--- src/rtl/ripple_count_capture_if.sv ---
// Report channel of ripple_count_capture: accumulator snapshot plus coalesced delta.
// Single-beat valid/ready record; the master holds the payload until out_ready completes the handshake.
interface ripple_count_capture_if #(
   parameter int ACC_W = 16
);
   logic             out_valid;
   logic             out_ready;
   logic [ACC_W-1:0] out_data;
   logic [ACC_W-1:0] out_delta;

   modport master (output out_valid, output out_data, output out_delta, input out_ready);
   modport slave  (input out_valid, input out_data, input out_delta, output out_ready);
endinterface

--- src/rtl/ripple_count_capture.sv ---
// Syncs and de-glitches a 4-bit ripple count, accumulates mod-16 deltas; out_valid 2+STABLE_CYCLES clks after a stable input.
// Stalled records coalesce further deltas (never dropped); RCC_CAPTURE_OVF_EN adds a sticky acc_ovf output.
module ripple_count_capture #(
   parameter int ACC_W         = 16,
   parameter int STABLE_CYCLES = 2
) (
   input  logic                   clk,
   input  logic                   reset,
   input  logic [3:0]             cnt_in,
   ripple_count_capture_if.master rpt
`ifdef RCC_CAPTURE_OVF_EN
   ,
   output logic                   acc_ovf
`endif
);
   localparam int RUN_W = (STABLE_CYCLES < 1) ? 1 : $clog2(STABLE_CYCLES + 1);
   localparam logic [RUN_W-1:0] RUN_MAX = RUN_W'(STABLE_CYCLES);

   typedef enum logic {IDLE, SEND} state_t;

   state_t           state;
   logic [3:0]       s1, s2, last_acc;
   logic [RUN_W-1:0] run;
   logic [ACC_W-1:0] acc, pend_delta, out_data, out_delta;
   logic             pend;

   logic             accept;
   logic [3:0]       delta4;
   logic [ACC_W-1:0] delta, acc_nxt, pend_sum;

   assign accept = (run == RUN_MAX) && (s2 != last_acc);
   assign delta4 = s2 - last_acc;
   assign delta  = accept ? {{(ACC_W-4){1'b0}}, delta4} : '0;
   // With no accept these collapse to acc / pend_delta, so one load path serves both.
   assign pend_sum = pend_delta + delta;

`ifdef RCC_CAPTURE_OVF_EN
   logic acc_cy;
   logic ovf_q;
   assign {acc_cy, acc_nxt} = {1'b0, acc} + {1'b0, delta};
   assign acc_ovf = ovf_q;

   always_ff @(posedge clk) begin
      if (!reset)
         ovf_q <= 1'b0;
      else if (acc_cy)
         ovf_q <= 1'b1;
   end
`else
   assign acc_nxt = acc + delta;
`endif

   assign rpt.out_valid = (state == SEND);
   assign rpt.out_data  = out_data;
   assign rpt.out_delta = out_delta;

   always_ff @(posedge clk) begin
      if (!reset) begin
         state      <= IDLE;
         s1         <= '0;
         s2         <= '0;
         run        <= '0;
         last_acc   <= '0;
         acc        <= '0;
         pend_delta <= '0;
         pend       <= 1'b0;
         out_data   <= '0;
         out_delta  <= '0;
      end else begin
         s1 <= cnt_in;
         s2 <= s1;
         // s1 != s2 means s2 changes on this edge, restarting its stability run.
         if (s1 != s2)
            run <= RUN_W'(1);
         else if (run != RUN_MAX)
            run <= run + RUN_W'(1);

         if (accept) begin
            last_acc <= s2;
            acc      <= acc_nxt;
         end

         case (state)
            IDLE: begin
               if (accept || pend) begin
                  out_data   <= acc_nxt;
                  out_delta  <= pend_sum;
                  pend_delta <= '0;
                  pend       <= 1'b0;
                  state      <= SEND;
               end
            end
            SEND: begin
               if (!rpt.out_ready) begin
                  if (accept) begin
                     pend_delta <= pend_sum;
                     pend       <= 1'b1;
                  end
               end else if (accept || pend) begin
                  out_data   <= acc_nxt;
                  out_delta  <= pend_sum;
                  pend_delta <= '0;
                  pend       <= 1'b0;
               end else begin
                  state <= IDLE;
               end
            end
            default: state <= IDLE;
         endcase
      end
   end
endmodule

--- src/flat_wrapper.sv ---
// flat-port wrapper written by rule: the top's interface ports become plain ports
module ripple_count_capture_flat 
#(
   parameter int ACC_W         = 16,
   parameter int STABLE_CYCLES = 2
)
  (clk, reset, cnt_in, rpt_out_valid, rpt_out_data, rpt_out_delta, rpt_out_ready);
  ripple_count_capture_if #(.ACC_W(ACC_W)) rpt_i ();
  input  logic clk;
  input  logic reset;
  input  logic [3:0] cnt_in;
  output wire logic [$bits(rpt_i.out_valid)-1:0] rpt_out_valid;
  output wire logic [$bits(rpt_i.out_data)-1:0] rpt_out_data;
  output wire logic [$bits(rpt_i.out_delta)-1:0] rpt_out_delta;
  input wire logic [$bits(rpt_i.out_ready)-1:0] rpt_out_ready;
  assign rpt_out_valid = rpt_i.out_valid;
  assign rpt_out_data = rpt_i.out_data;
  assign rpt_out_delta = rpt_i.out_delta;
  assign rpt_i.out_ready = rpt_out_ready;
  ripple_count_capture #(.ACC_W(ACC_W), .STABLE_CYCLES(STABLE_CYCLES)) u_core (.clk(clk), .reset(reset), .cnt_in(cnt_in), .rpt(rpt_i));
endmodule
--- config.mk ---
export PLATFORM = sky130hd
export DESIGN_NAME = ripple_count_capture_flat
export DESIGN_NICKNAME = d
export VERILOG_FILES = /design/src/rtl/ripple_count_capture_if.sv /design/src/rtl/ripple_count_capture.sv /design/src/flat_wrapper.sv
export SDC_FILE = /design/constraint.sdc
export NUM_CORES = 1
export LEC_CHECK = 0
export BUFFER_PORTS_ARGS = -buffer_cell sky130_fd_sc_hd__buf_2
export CAP_MARGIN = 20
export CORE_MARGIN = 4
export CORE_UTILIZATION = 50
export CTS_CLUSTER_DIAMETER = 120
export DETAILED_ROUTE_END_ITERATION = 8
export GPL_ROUTABILITY_DRIVEN = 0
export PLACE_DENSITY = 0.69
export SETUP_SLACK_MARGIN = 0.4
export SLEW_MARGIN = 10
export SYNTH_ARGS = -nofsm -noshare
export SYNTH_HDL_FRONTEND = slang
export SYNTH_SLANG_ARGS = --single-unit
--- constraint.sdc ---
create_clock -name clk -period 4.6 [get_ports clk]
set_input_delay 0.23 -clock clk [delete_from_list [all_inputs] [get_ports clk]]
set_output_delay 0.23 -clock clk [all_outputs]
set_load 0.05 [all_outputs]
### Word level (Yosys, flattened, before mapping)

Cells that the tools add are included.

* flip-flop bits (word level): 80
* bits of input ports: 7

* reductions and logical operators: 4
* bitwise operators: 2
* equal/unequal tests: 6
* multiplexer cells: 20
* add/sub/neg operators: 4

Operators by type and width (count)
* $mux 16: 7
* $pmux 16 s2: 3
* $add 16x16->16: 2
* $ne 4x4->1: 2
* $mux 1: 7
* $mux 4: 1
* $ne 2x2->1 const B: 2
* $pmux 1 s2: 2
* $sub 4x4->4: 1
* $ne 3x3->1 const B: 1
* $add 2x1->2 const B: 1
* $eq 2x2->1 const B: 1
* $not 1->1: 2
* $reduce_bool 2->1: 1
* $reduce_or 2->1: 1
* $logic_and 1x1->1: 1
* $logic_or 1x1->1: 1

### Logic depth before layout (Yosys ltp)

Gate-level depths: netlist of the first run.

* word-level depth: 7
* gate-level depth with buffers: 16

### Worst setup path before layout of the first run

Ideal clock, no wire load.

* path type: reg2reg
* from: reg u_core.last_acc[2]
* to: reg u_core.out_data[15] (netlist: u_core.rpt.out_data[15])
* stages on the path, launching flop included: 16
* library setup time: 0.091 ns
* arrival time: 3.602 ns
* setup slack: 0.906 ns
* cells stage by stage: dfxtp_1 -> inv_1 -> ha_1 -> nand3_1 -> o21ai_1 -> clkbuf_1 -> buf_2 -> buf_1 -> nor2_1 -> ha_1 -> and2_1 -> clkbuf_1 -> o21ai_1 -> o21a_2 -> or4_1 -> a311oi_1

* longest elaborated chain between the ends: 7

Ends and longest elaborated chain
* start: declaration: line ripple_count_capture.sv:22 `logic [3:0] s1, s2, last_acc;`
* start signal: assignment: line ripple_count_capture.sv:63 `last_acc <= '0;`
* start signal: assignment: line ripple_count_capture.sv:79 `last_acc <= s2;`
* parallel branches: the longest is 4 deep, another holds $add 16x16->16
* $mux 16 *: line ripple_count_capture.sv:85, ripple_count_capture.sv:99
* $mux 16: line ripple_count_capture.sv:94 `if (!rpt.out_ready) begin`
* $pmux 16 s2 *: line ripple_count_capture.sv:83 `case (state)`
* end signal: assignment: line ripple_count_capture.sv:86 `out_data <= acc_nxt;`
* end signal: assignment: line ripple_count_capture.sv:100 `out_data <= acc_nxt;`
* end: declaration: line ripple_count_capture.sv:24 `logic [ACC_W-1:0] acc, pend_delta, out_data, out_delta;`

Every way passes the cells marked *. The select of a mux whose other input is x is not followed.
A chain may end at the register's enable or synchronous reset.

### Final worst setup path of the first run

* from: reg u_core.last_acc[2]
* to: reg u_core.acc[11]

* longest elaborated chain between the ends: 4

Ends and longest elaborated chain
* parallel branches: the longest is 4 deep, another holds $add 16x16->16
* end signal: assignment: line ripple_count_capture.sv:80 `acc <= acc_nxt;`
* end: declaration: line ripple_count_capture.sv:24

Several ways; the timed one is not identified.

==> impl_metrics.json, run 1 <==
{
  "finalPower_mw": 1.288,
  "antenna_found_initial": 0,
  "final.min_clock_period_ns": 3.428,
  "clock.fmax_mhz": 291.7,
  "final_area_mm2": 0.004926,
  "io_pins": 40,
  "grt-ovfl-total": 0,
  "crit_path_max_fanout": 11,
  "crit_type": "reg2reg",
  "clock_path_buffers": 2,
  "drv_slew": 0,
  "hp-class": "in2reg",
  "insertion_delay_ns": 0.37,
  "drt_pre_antenna_iters": 4,
  "grt_use_met1_pct": 30.31,
  "synth_fa_ha_area_share_pct": 4.988,
  "power.density_mw_per_mm2": 261.4,
  "hp-start": "cnt_in[1]",
  "antenna_cells": 0,
  "cp-end-kind": "flop",
  "synth-simple-area-share_pct": 22.58,
  "yosysWarningCount": 0,
  "synthesis.area_mm2": 0.004516,
  "synth_xor_area_share_pct": 3.990,
  "r2r-start": "u_core.last_acc[2]",
  "synth_top_area_share_pct": 35.47,
  "cts_root_buf": "clkbuf_8",
  "ir_drop_mv": 0.1250,
  "track_usage_pct": 22.18,
  "synth_top_family_by_area": "compound AO/OA/AOI/OAI gates",
  "remaining_drc_errors": 0,
  "post_cts_resized": 0,
  "drive_gt1_share_pct": 14.93,
  "core_area_mm2": 0.008763,
  "start_util_pct": 51.53,
  "cp-start-kind": "flop",
  "drt_iter0_drc": 216,
  "synth_compound_area_share_pct": 26.88,
  "grt_use_met2_pct": 36.31,
  "worst_ep_required_time_ns": 4.90,
  "synth_area_leaders": "dfxtp_1 35%, nand2_1 4.5%, a21oi_1 3.4%",
  "die_w_um": 103.0,
  "drt-total-wl_um": 11160,
  "p_switching_mw": 0.3595,
  "syn_inst": 538,
  "tns_ns": 0,
  "rr_endpoint": "u_core.acc[11]",
  "grt_pass1_vias": 3871,
  "whs_path_depth": 2,
  "clkSinkCount": 80,
  "fp-row-count": 34,
  "wl_per_cell_um": 16.80,
  "fillCellCount": 843,
  "status": "finished, final reports clean",
  "cts_max_level": 3,
  "grt_pass1_wl_um": 18930,
  "postSynth.asyncResetShare_pct": 0,
  "reg2regPathDepth": 12,
  "cts_made_buffers": 9,
  "slew_headroom_pct": 31.26,
  "sequentialPowerShare_pct": 54.8,
  "area_delta_synth_final_pct": 9.088,
  "ys.flop_type": "dfxtp_1",
  "netSwitchingFraction_pct": 27.92,
  "ant_nets": 0,
  "p_int_mw": 0.9280,
  "p_clk_share_pct": 39.5,
  "grt_busiest_layer": "met2",
  "tightest_slew_ns": 1.031,
  "cts_tree": "built",
  "hold_viol_final": 0,
  "syn_avg_cell_area_um2": 8.393,
  "place_area_mm2": 0.004722,
  "synth_edf_count": 0,
  "fp.dieH_um": 103.0,
  "yosysUniqueCellTypes": 69,
  "met3_usage_pct": 3.721,
  "synth_fp_nets": 558,
  "dp_hpwl_um": 7524,
  "rsz0062_at_grt": "false",
  "pwr-share-comb_pct": 5.7,
  "final_nets": 571,
  "p_leak_nw": 1.791,
  "post-route-period-util_pct": 74.53,
  "port_buffers": 39,
  "r2r_slack_ns": 1.17,
  "grt_max_degree": 52,
  "yosysTopAreaCell": "dfxtp_1",
  "clk_pin_slew_ns": 0.10,
  "min_to": "u_core.s1[1]",
  "vias": 4126,
  "die_area_mm2": 0.01062,
  "synth_seq_cells": 80,
  "finClkSkew_ns": 0.009144,
  "cap_violations": 0,
  "synth_mux_area_share_pct": 0.4433,
  "crit_arrival_ns": 3.73,
  "setup_viol": 0,
  "hold_buffers": 0,
  "vias_per_cell": 6.214,
  "postCtsSetupBuffers": 0,
  "yosysSeqAreaShare_pct": 35.47
}
-- power groups by stage --
stage | logic, mW | registers, mW | clock network [mW]
final | 0.0735 | 0.706 | 0.508
after global routing | 0.0805 | 0.707 | 0.547
after detailed placement | 0.0733 | 0.722 | 0
after global placement | 0.0721 | 0.722 | 0
after floorplan | 0.0409 | 0.734 | 0
after CTS | 0.0735 | 0.706 | 0.517
-- cells in the mapped netlist (5+ instances only) --
| cell type | number |
|---|---|
| a21oi_1 | 31 |
| a211oi_1 | 12 |
| or4_1 | 18 |
| o21ai_0 | 28 |
| ha_1 | 10 |
| nor2_1 | 27 |
| nor3_1 | 5 |
| nand2b_1 | 5 |
| inv_1 | 13 |
| and2_1 | 17 |
| clkbuf_1 | 31 |
| o31ai_1 | 14 |
| a31oi_1 | 15 |
| nand2_1 | 54 |
| or3_1 | 11 |
| a2111oi_0 | 5 |
| buf_1 | 6 |
| buf_2 | 6 |
| and3_1 | 7 |
| and4_1 | 5 |
| nand3_1 | 20 |
| xor2_1 | 7 |
| o211ai_1 | 10 |
| o21ai_1 | 7 |
| xnor2_1 | 8 |
| dfxtp_1 | 80 |
-- worst max path at each step --
stage                  startpoint                 endpoint  slack [ns]  cells after the start
2_1_floorplan  u_core.last_acc[2]  u_core.rpt.out_data[15]        0.91                     15
3_3_place_gp   u_core.last_acc[2]           u_core.acc[15]        1.34                     12
3_5_place_dp   u_core.last_acc[2]           u_core.acc[11]        1.21                     12
4_1_cts        u_core.last_acc[2]           u_core.acc[11]        1.18                     12
5_1_grt             u_core.run[0]           u_core.acc[11]        0.91                     12
6_report       u_core.last_acc[2]           u_core.acc[11]        1.17                     12
-- final cells by class --
cell class / count / area, um^2 / share of cell area, %
sequential: 80 / 1602 / 32.51
inverter: 14 / 52.55 / 1.067
timing repair buffer: 48 / 275.3 / 5.588
clock buffer: 9 / 123.9 / 2.515
clock inverter: 7 / 60.06 / 1.219
tap: 108 / 135.1 / 2.743
multi-input combinational: 398 / 2678 / 54.36
-- placed cells by master, fill, tap and decap left out, drive strengths merged, types with 9 or more instances in the layout --
| master | n |
|---|---|
| o21ai | 35 |
| or4 | 18 |
| xnor2 | 10 |
| o31ai | 14 |
| ha | 10 |
| a211oi | 15 |
| o211ai | 12 |
| clkbuf | 9 |
| nand3 | 20 |
| a21oi | 32 |
| and2 | 17 |
| nor2 | 27 |
| nand2 | 54 |
| buf | 48 |
| a31oi | 15 |
| dfxtp | 80 |
| inv | 17 |
| or3 | 11 |
-- kinds of logic (layout without fill, tap and decap cells) --
family,Yosys count,in the layout
AOI/OAI and AO/OA,170,170
xor gates and xnor gates,18,18
adders and majority gates,17,17
buffers and inverters,60,78
DFF,80,80
muxes,2,2
and+or+nand+nor,191,191
-- registers in the layout, summed over array words and instances, names as in the netlist --
signal,cells
u_core.s2,4
u_core.s1,4
u_core.rpt.out_delta,16
u_core.pend_delta,16
u_core.rpt.out_data,16
u_core.rpt.out_valid,1
u_core.last_acc,4
u_core.pend,1
u_core.run,2
u_core.acc,16
-- routing by layer --
layer	vias up	wire, um
li1	2041	-
met3	11	554
met2	104	5321
met1	1970	5167
met5	-	0
met4	0	114
-- metrics by stage --
step | utilization, % | setup slack (ns) | hold WS (ns) | std cells
floorplan | - | 0.9065 | 0.3573 | 538
detailed placement | 53.88 | 1.206 | 0.4418 | 647
finish | 56.21 | 1.172 | 0.05950 | 664
CTS | 55.98 | 1.180 | 0.05279 | 663
global route | 56.21 | 0.9087 | 0.04810 | 664
global placement | 53.88 | 1.339 | 0.4345 | 647
-- critical path, cell delays in order, from the launching register on --
cell	delay (ns)
dfxtp_1	0.34
inv_1	0.04
ha_1	0.37
and3_2	0.29
a21oi_2	0.16
nand2_1	0.11
inv_1	0.15
ha_1	0.25
a21o_1	0.23
maj3_1	0.36
a21oi_1	0.67
o21ai_0	0.23
a21oi_1	0.16
No activity file was read; power rests on OpenSTA's default activity.
==> inputs of run 2 (changes only) <==
Settings changed: PLACE_DENSITY 0.69 to 0.71.
Clock period 4.6 ns to 2.9 ns, I/O delays scaled along.
==> run 2 against run 1 <==
Compared with the run above:
- global-route usage rose by 2.9 points
- utilization rose by 15 points
- non-clock buffer count rose by 52
- maximum frequency up 21%
- clock skew fell by 0.0027 ns
- setup slack worse by 1.1 ns
- first-iteration DRC count grew 27%
- clock-buffer cell count up 1
- die area did not move
- combinational power up 110%
- critical path depth rose by 2
- register-to-register slack worse by 1.1 ns
- largest power group unchanged
==> impl_metrics.json, run 2 (synthesized netlist as in run 1, its figures left out) <==
{
  "start_util_pct": 51.53,
  "hold_viol_final": 0,
  "hp-class": "in2reg",
  "layout_common_cells": "74 x dfxtp_1, 51 x nand2_1, 39 x buf_2, 28 x buf_4, 22 x buf_6",
  "p_switching_mw": 0.5382,
  "area_delta_synth_final_pct": 39.12,
  "grt_pass1_vias": 4274,
  "drv_slew": 0,
  "p_int_mw": 1.580,
  "final_area_mm2": 0.006282,
  "grt-ovfl-total": 0,
  "final_cells": 716,
  "clock_path_buffers": 2,
  "finClkSkew_ns": 0.006413,
  "antenna_cells": 0,
  "insertion_delay_ns": 0.37,
  "timing.hold.ws_ns": 0.01015,
  "crit_path_max_fanout": 3,
  "worst_ep_required_time_ns": 3.19,
  "die_area_mm2": 0.01062,
  "dp_hpwl_um": 7926,
  "fp-row-count": 34,
  "r2r_slack_ns": 0.06,
  "pwr-share-comb_pct": 7.2,
  "sequentialPowerShare_pct": 52.9,
  "status": "finished, final reports clean",
  "fillCellCount": 614,
  "drive_gt1_share_pct": 40.79,
  "cp-start-kind": "flop",
  "fp.dieH_um": 103.0,
  "tns_ns": 0,
  "wl_per_cell_um": 19.44,
  "grt_max_degree": 51,
  "place_area_mm2": 0.005062,
  "crit_arrival_ns": 3.13,
  "dp_cells": 666,
  "multi_input_area_mm2": 0.003432,
  "slew_headroom_pct": 29.65,
  "drt_iter0_drc": 274,
  "clock.fmax_mhz": 351.8,
  "grt_pass1_wl_um": 21130,
  "cp_cell_sequence": "inv_2 > ha_4 > inv_4 > fa_2 > nand2_4 > inv_6 > ha_4 > a21oi_4 > buf_6 > a2111oi_4 > buf_4 > o311ai_4 > or3b_4 > o211ai_1",
  "cts_made_buffers": 9,
  "netSwitchingFraction_pct": 25.41,
  "p_leak_nw": 2.282,
  "cts_root_buf": "clkbuf_8",
  "drt-total-wl_um": 13920,
  "crit_buf_inv": 5,
  "remaining_drc_errors": 0,
  "clk_pin_slew_ns": 0.08,
  "vias_per_cell": 6.447,
  "final.min_clock_period_ns": 2.843,
  "rsz0062_at_grt": "true",
  "cpMaxStageDelayCell": "fa_2",
  "cts_max_level": 3,
  "crit_type": "reg2reg",
  "ir_drop_mv": 0.1977,
  "layout_commonest_cell": "dfxtp_1",
  "clkSinkCount": 80,
  "seq_area_mm2": 0.001612,
  "cap_violations": 0,
  "core_area_mm2": 0.008763,
  "post-route-period-util_pct": 98.02,
  "setup_viol": 0,
  "tightest_slew_ns": 1.051,
  "io_pins": 40,
  "vias": 4616,
  "critPathTopFamily": "adder cells",
  "drt_pre_antenna_iters": 4,
  "p_clk_share_pct": 40.0,
  "cts_tree": "built",
  "power.density_mw_per_mm2": 337.2,
  "cp-end-kind": "flop",
  "crit_top_cell": "ha_4",
  "track_usage_pct": 25.10,
  "final_nets": 624,
  "die_w_um": 103.0,
  "slowest_delay_ns": 0.56,
  "ant_nets": 0,
  "port_buffers": 39,
  "antenna_found_initial": 0
}
run 2: cell count changes in the layout (fill, tap and decap cells not counted), sizes merged:
cell	delta
a311o	+1
bufinv	+1
clkinvlp	-3
dlygate4sd3	+3
inv	-4
clkinv	+4
buf	+46
clkbuf	+4
run 2: final timing paths:
kind | from | end | depth (start not counted)
min | cnt_in[1] | u_core.s1[1] | 2
max | u_core.s2[0] | u_core.rpt.out_delta[15] | 14
max reg2reg | u_core.s2[0] | u_core.rpt.out_delta[15] | 14
min reg2reg | u_core.rpt.out_data[0] | u_core.rpt.out_data[0] | 2
run 2: power groups by stage:
stage	logic (mW)	registers (mW)	clock network, mW
after global routing	0.162	1.12	0.901
after global placement	0.127	1.15	0
after detailed placement	0.131	1.15	0
after CTS	0.143	1.12	0.859
after floorplan	0.0759	1.16	0
final	0.152	1.12	0.846
run 2: cell type report:
class                      instances  area share [%]
clock buffer                      10           2.191
tap                              108           2.151
timing repair buffer             100           13.50
multi-input combinational        399           54.63
sequential                        80           25.65
inverter                          14          0.9560
clock inverter                     5          0.9162
run 2: layer usage:
metal	track usage (%)	routed length [um]	up-vias
met5	0	0	-
met4	9.960	418	0
met3	3.992	770	41
met2	40.90	6826	165
met1	33.29	5908	2257
li1	-	-	2153
run 2: worst register-to-register path, stage by stage (launching register included):
cell	delay, ns
dfxtp_2	0.33
inv_2	0.06
ha_4	0.13
inv_4	0.04
fa_2	0.56
nand2_4	0.08
inv_6	0.10
ha_4	0.21
a21oi_4	0.19
buf_6	0.14
a2111oi_4	0.03
buf_4	0.18
o311ai_4	0.23
or3b_4	0.41
o211ai_1	0.08
run 2: what timing repair did:
action / in CTS / in global routing
gates resized for setup: 55 / 105
endpoints found under the hold margin: 3 / 0
hold buffers: 3 / 0
gates cloned: 6 / 0
setup endpoints to repair: 52 / 55
pin swaps: 69 / 63
buffers inserted: 17 / 9
run 2: stage by stage:
step	power, mW	util, %	setup WS (ns)
floorplan	1.241	-	-0.1449
global placement	1.273	57.77	0.1164
detailed placement	1.277	57.77	0.02307
CTS	2.122	65.71	0.09292
global route	2.185	71.69	-0.03244
finish	2.118	71.69	0.05746
==> inputs of run 3 (changes only) <==
Settings changed: PLACE_DENSITY 0.71 to default, PLACE_DENSITY_LB_ADDON from default to 0.3.
==> run 3 against run 2 <==
Compared with the run above:
- power grew 2.9%
- first-iteration DRC count up 6.6%
- critical path depth down 2
- clock skew rose by 0.0031 ns
- largest cell class unchanged
==> impl_metrics.json, run 3 (synthesized netlist as in run 1, its figures left out) <==
{
  "status": "finished, final reports clean",
  "layout_common_cells": "74 x dfxtp_1, 51 x nand2_1, 40 x buf_2, 38 x buf_4",
  "remaining_drc_errors": 0,
  "power.density_mw_per_mm2": 365.0,
  "fin_util_pct": 68.18,
  "clock_path_buffers": 2,
  "tightest_slew_ns": 0.8511,
  "ir_drop_mv": 0.2468,
  "start_util_pct": 51.53,
  "finalPower_mw": 2.181,
  "layout_commonest_cell": "dfxtp_1",
  "dp_cells": 666,
  "drt-total-wl_um": 13660,
  "wl_per_cell_um": 19.00,
  "cp-start-kind": "flop",
  "ant_nets": 0,
  "grt_max_degree": 51,
  "crit_top_cell": "fa_2",
  "cts_made_buffers": 9,
  "cts_max_level": 3,
  "crit_path_max_fanout": 6,
  "core_area_mm2": 0.008763,
  "clock.fmax_mhz": 355.5,
  "crit_arrival_ns": 3.10,
  "drv_slew": 0,
  "drive_gt1_share_pct": 36.82,
  "hp-class": "in2reg",
  "clk_pin_slew_ns": 0.08,
  "cap_violations": 0,
  "vias": 4654,
  "clkSinkCount": 80,
  "slew_headroom_pct": 42.73,
  "drt_iter0_drc": 292,
  "critPathTopFamily": "adder cells",
  "cpMaxStageDelayCell": "fa_2",
  "final.min_clock_period_ns": 2.813,
  "grt_pass1_vias": 4316,
  "track_usage_pct": 25.07,
  "cts_tree": "built",
  "fp-row-count": 34,
  "rsz0062_at_grt": "true",
  "grt-ovfl-total": 0,
  "final_nets": 626,
  "io_pins": 40,
  "antenna_cells": 0,
  "die_area_mm2": 0.01062,
  "hold_viol_final": 0,
  "final_cells": 719,
  "post-route-period-util_pct": 96.99,
  "dp_hpwl_um": 7928,
  "antenna_found_initial": 0,
  "area_delta_synth_final_pct": 32.31,
  "port_buffers": 39,
  "slowest_delay_ns": 0.54,
  "setup_viol": 0,
  "cp_cell_sequence": "inv_2 > ha_4 > inv_4 > fa_2 > nand2_4 > buf_6 > fa_2 > nor2b_4 > a2111oi_4 > clkbuf_16 > or4_4 > a31oi_1",
  "grt_pass1_wl_um": 21240,
  "worst_ep_required_time_ns": 3.19,
  "crit_buf_inv": 4,
  "p_leak_nw": 2.217,
  "finClkSkew_ns": 0.009525,
  "cts_root_buf": "clkbuf_8",
  "die_w_um": 103.0,
  "vias_per_cell": 6.473,
  "drt_pre_antenna_iters": 6,
  "cp-end-kind": "flop",
  "crit_type": "reg2reg",
  "fp.dieH_um": 103.0,
  "insertion_delay_ns": 0.37
}
-- run 3: power breakdown --
| group | leakage [nW] | switching [mW] | internal, mW |
|---|---|---|---|
| clock network | 0.104 | 0.425 | 0.486 |
| registers | 0.649 | 0.00895 | 1.11 |
| logic | 1.46 | 0.0979 | 0.0525 |
| total | 2.22 | 0.531 | 1.65 |
-- run 3: routing by layer --
metal  GRT usage (%)  wire (um)  share of wire [%]  vias up
li1                -          -                  -     2157
met1           34.03       5686                 42     2246
met2           40.80       6805                 50      212
met3           4.127        843                6.2       39
met4           7.968        322                2.4        0
met5               0          0                  0        -
-- run 3: worst paths after layout --
check	startpoint	to	slack [ns]	cells past startpoint
max	u_core.s2[0]	u_core.rpt.out_delta[14]	0.09	12
min	rpt_out_ready	u_core.pend_delta[2]	0.28	4
max reg2reg	u_core.s2[0]	u_core.rpt.out_delta[14]	0.09	12
min reg2reg	u_core.rpt.out_data[0]	u_core.rpt.out_data[0]	0.46	2
-- run 3: layout make-up --
class | count | area, um^2
Inverter | 14 | 60.06
Sequential cell | 80 | 1609
Tap cell | 108 | 135.1
Multi-Input combinational cell | 401 | 3179
Timing Repair Buffer | 100 | 778.2
Fill cell | 672 | 2789
Clock inverter | 5 | 81.33
Clock buffer | 11 | 131.4
-- run 3: worst register-to-register path, cell delays in order, from the launching register on --
cell	delay, ns
dfxtp_2	0.33
inv_2	0.06
ha_4	0.13
inv_4	0.03
fa_2	0.55
nand2_4	0.07
buf_6	0.12
fa_2	0.38
nor2b_4	0.16
a2111oi_4	0.08
clkbuf_16	0.20
or4_4	0.46
a31oi_1	0.18
-- run 3: what timing repair did --
| action | CTS | global route |
|---|---|---|
| buffers inserted | 19 | 7 |
| hold buffers | 4 | 0 |
| endpoints found under the hold margin | 4 | 0 |
| resized for setup | 53 | 49 |
| endpoints found under the setup margin | 52 | 59 |
| pin swaps | 45 | 34 |
| cloned | 6 | 1 |
-- run 3: metrics by stage --
step | worst slack [ns] | TNS (ns) | hold slack [ns] | cell area (um^2)
6_report | 0.08717 | 0 | 0.2808 | 5974
5_1_grt | -0.01311 | -0.01311 | 0.3075 | 5974
4_1_cts | 0.09026 | 0 | 0.2373 | 5717
3_5_place_dp | 0.004276 | 0 | 0.3560 | 5050
3_3_place_gp | 0.1025 | 0 | 0.3495 | 5050
2_1_floorplan | -0.1449 | -0.1701 | 0.2723 | 4770
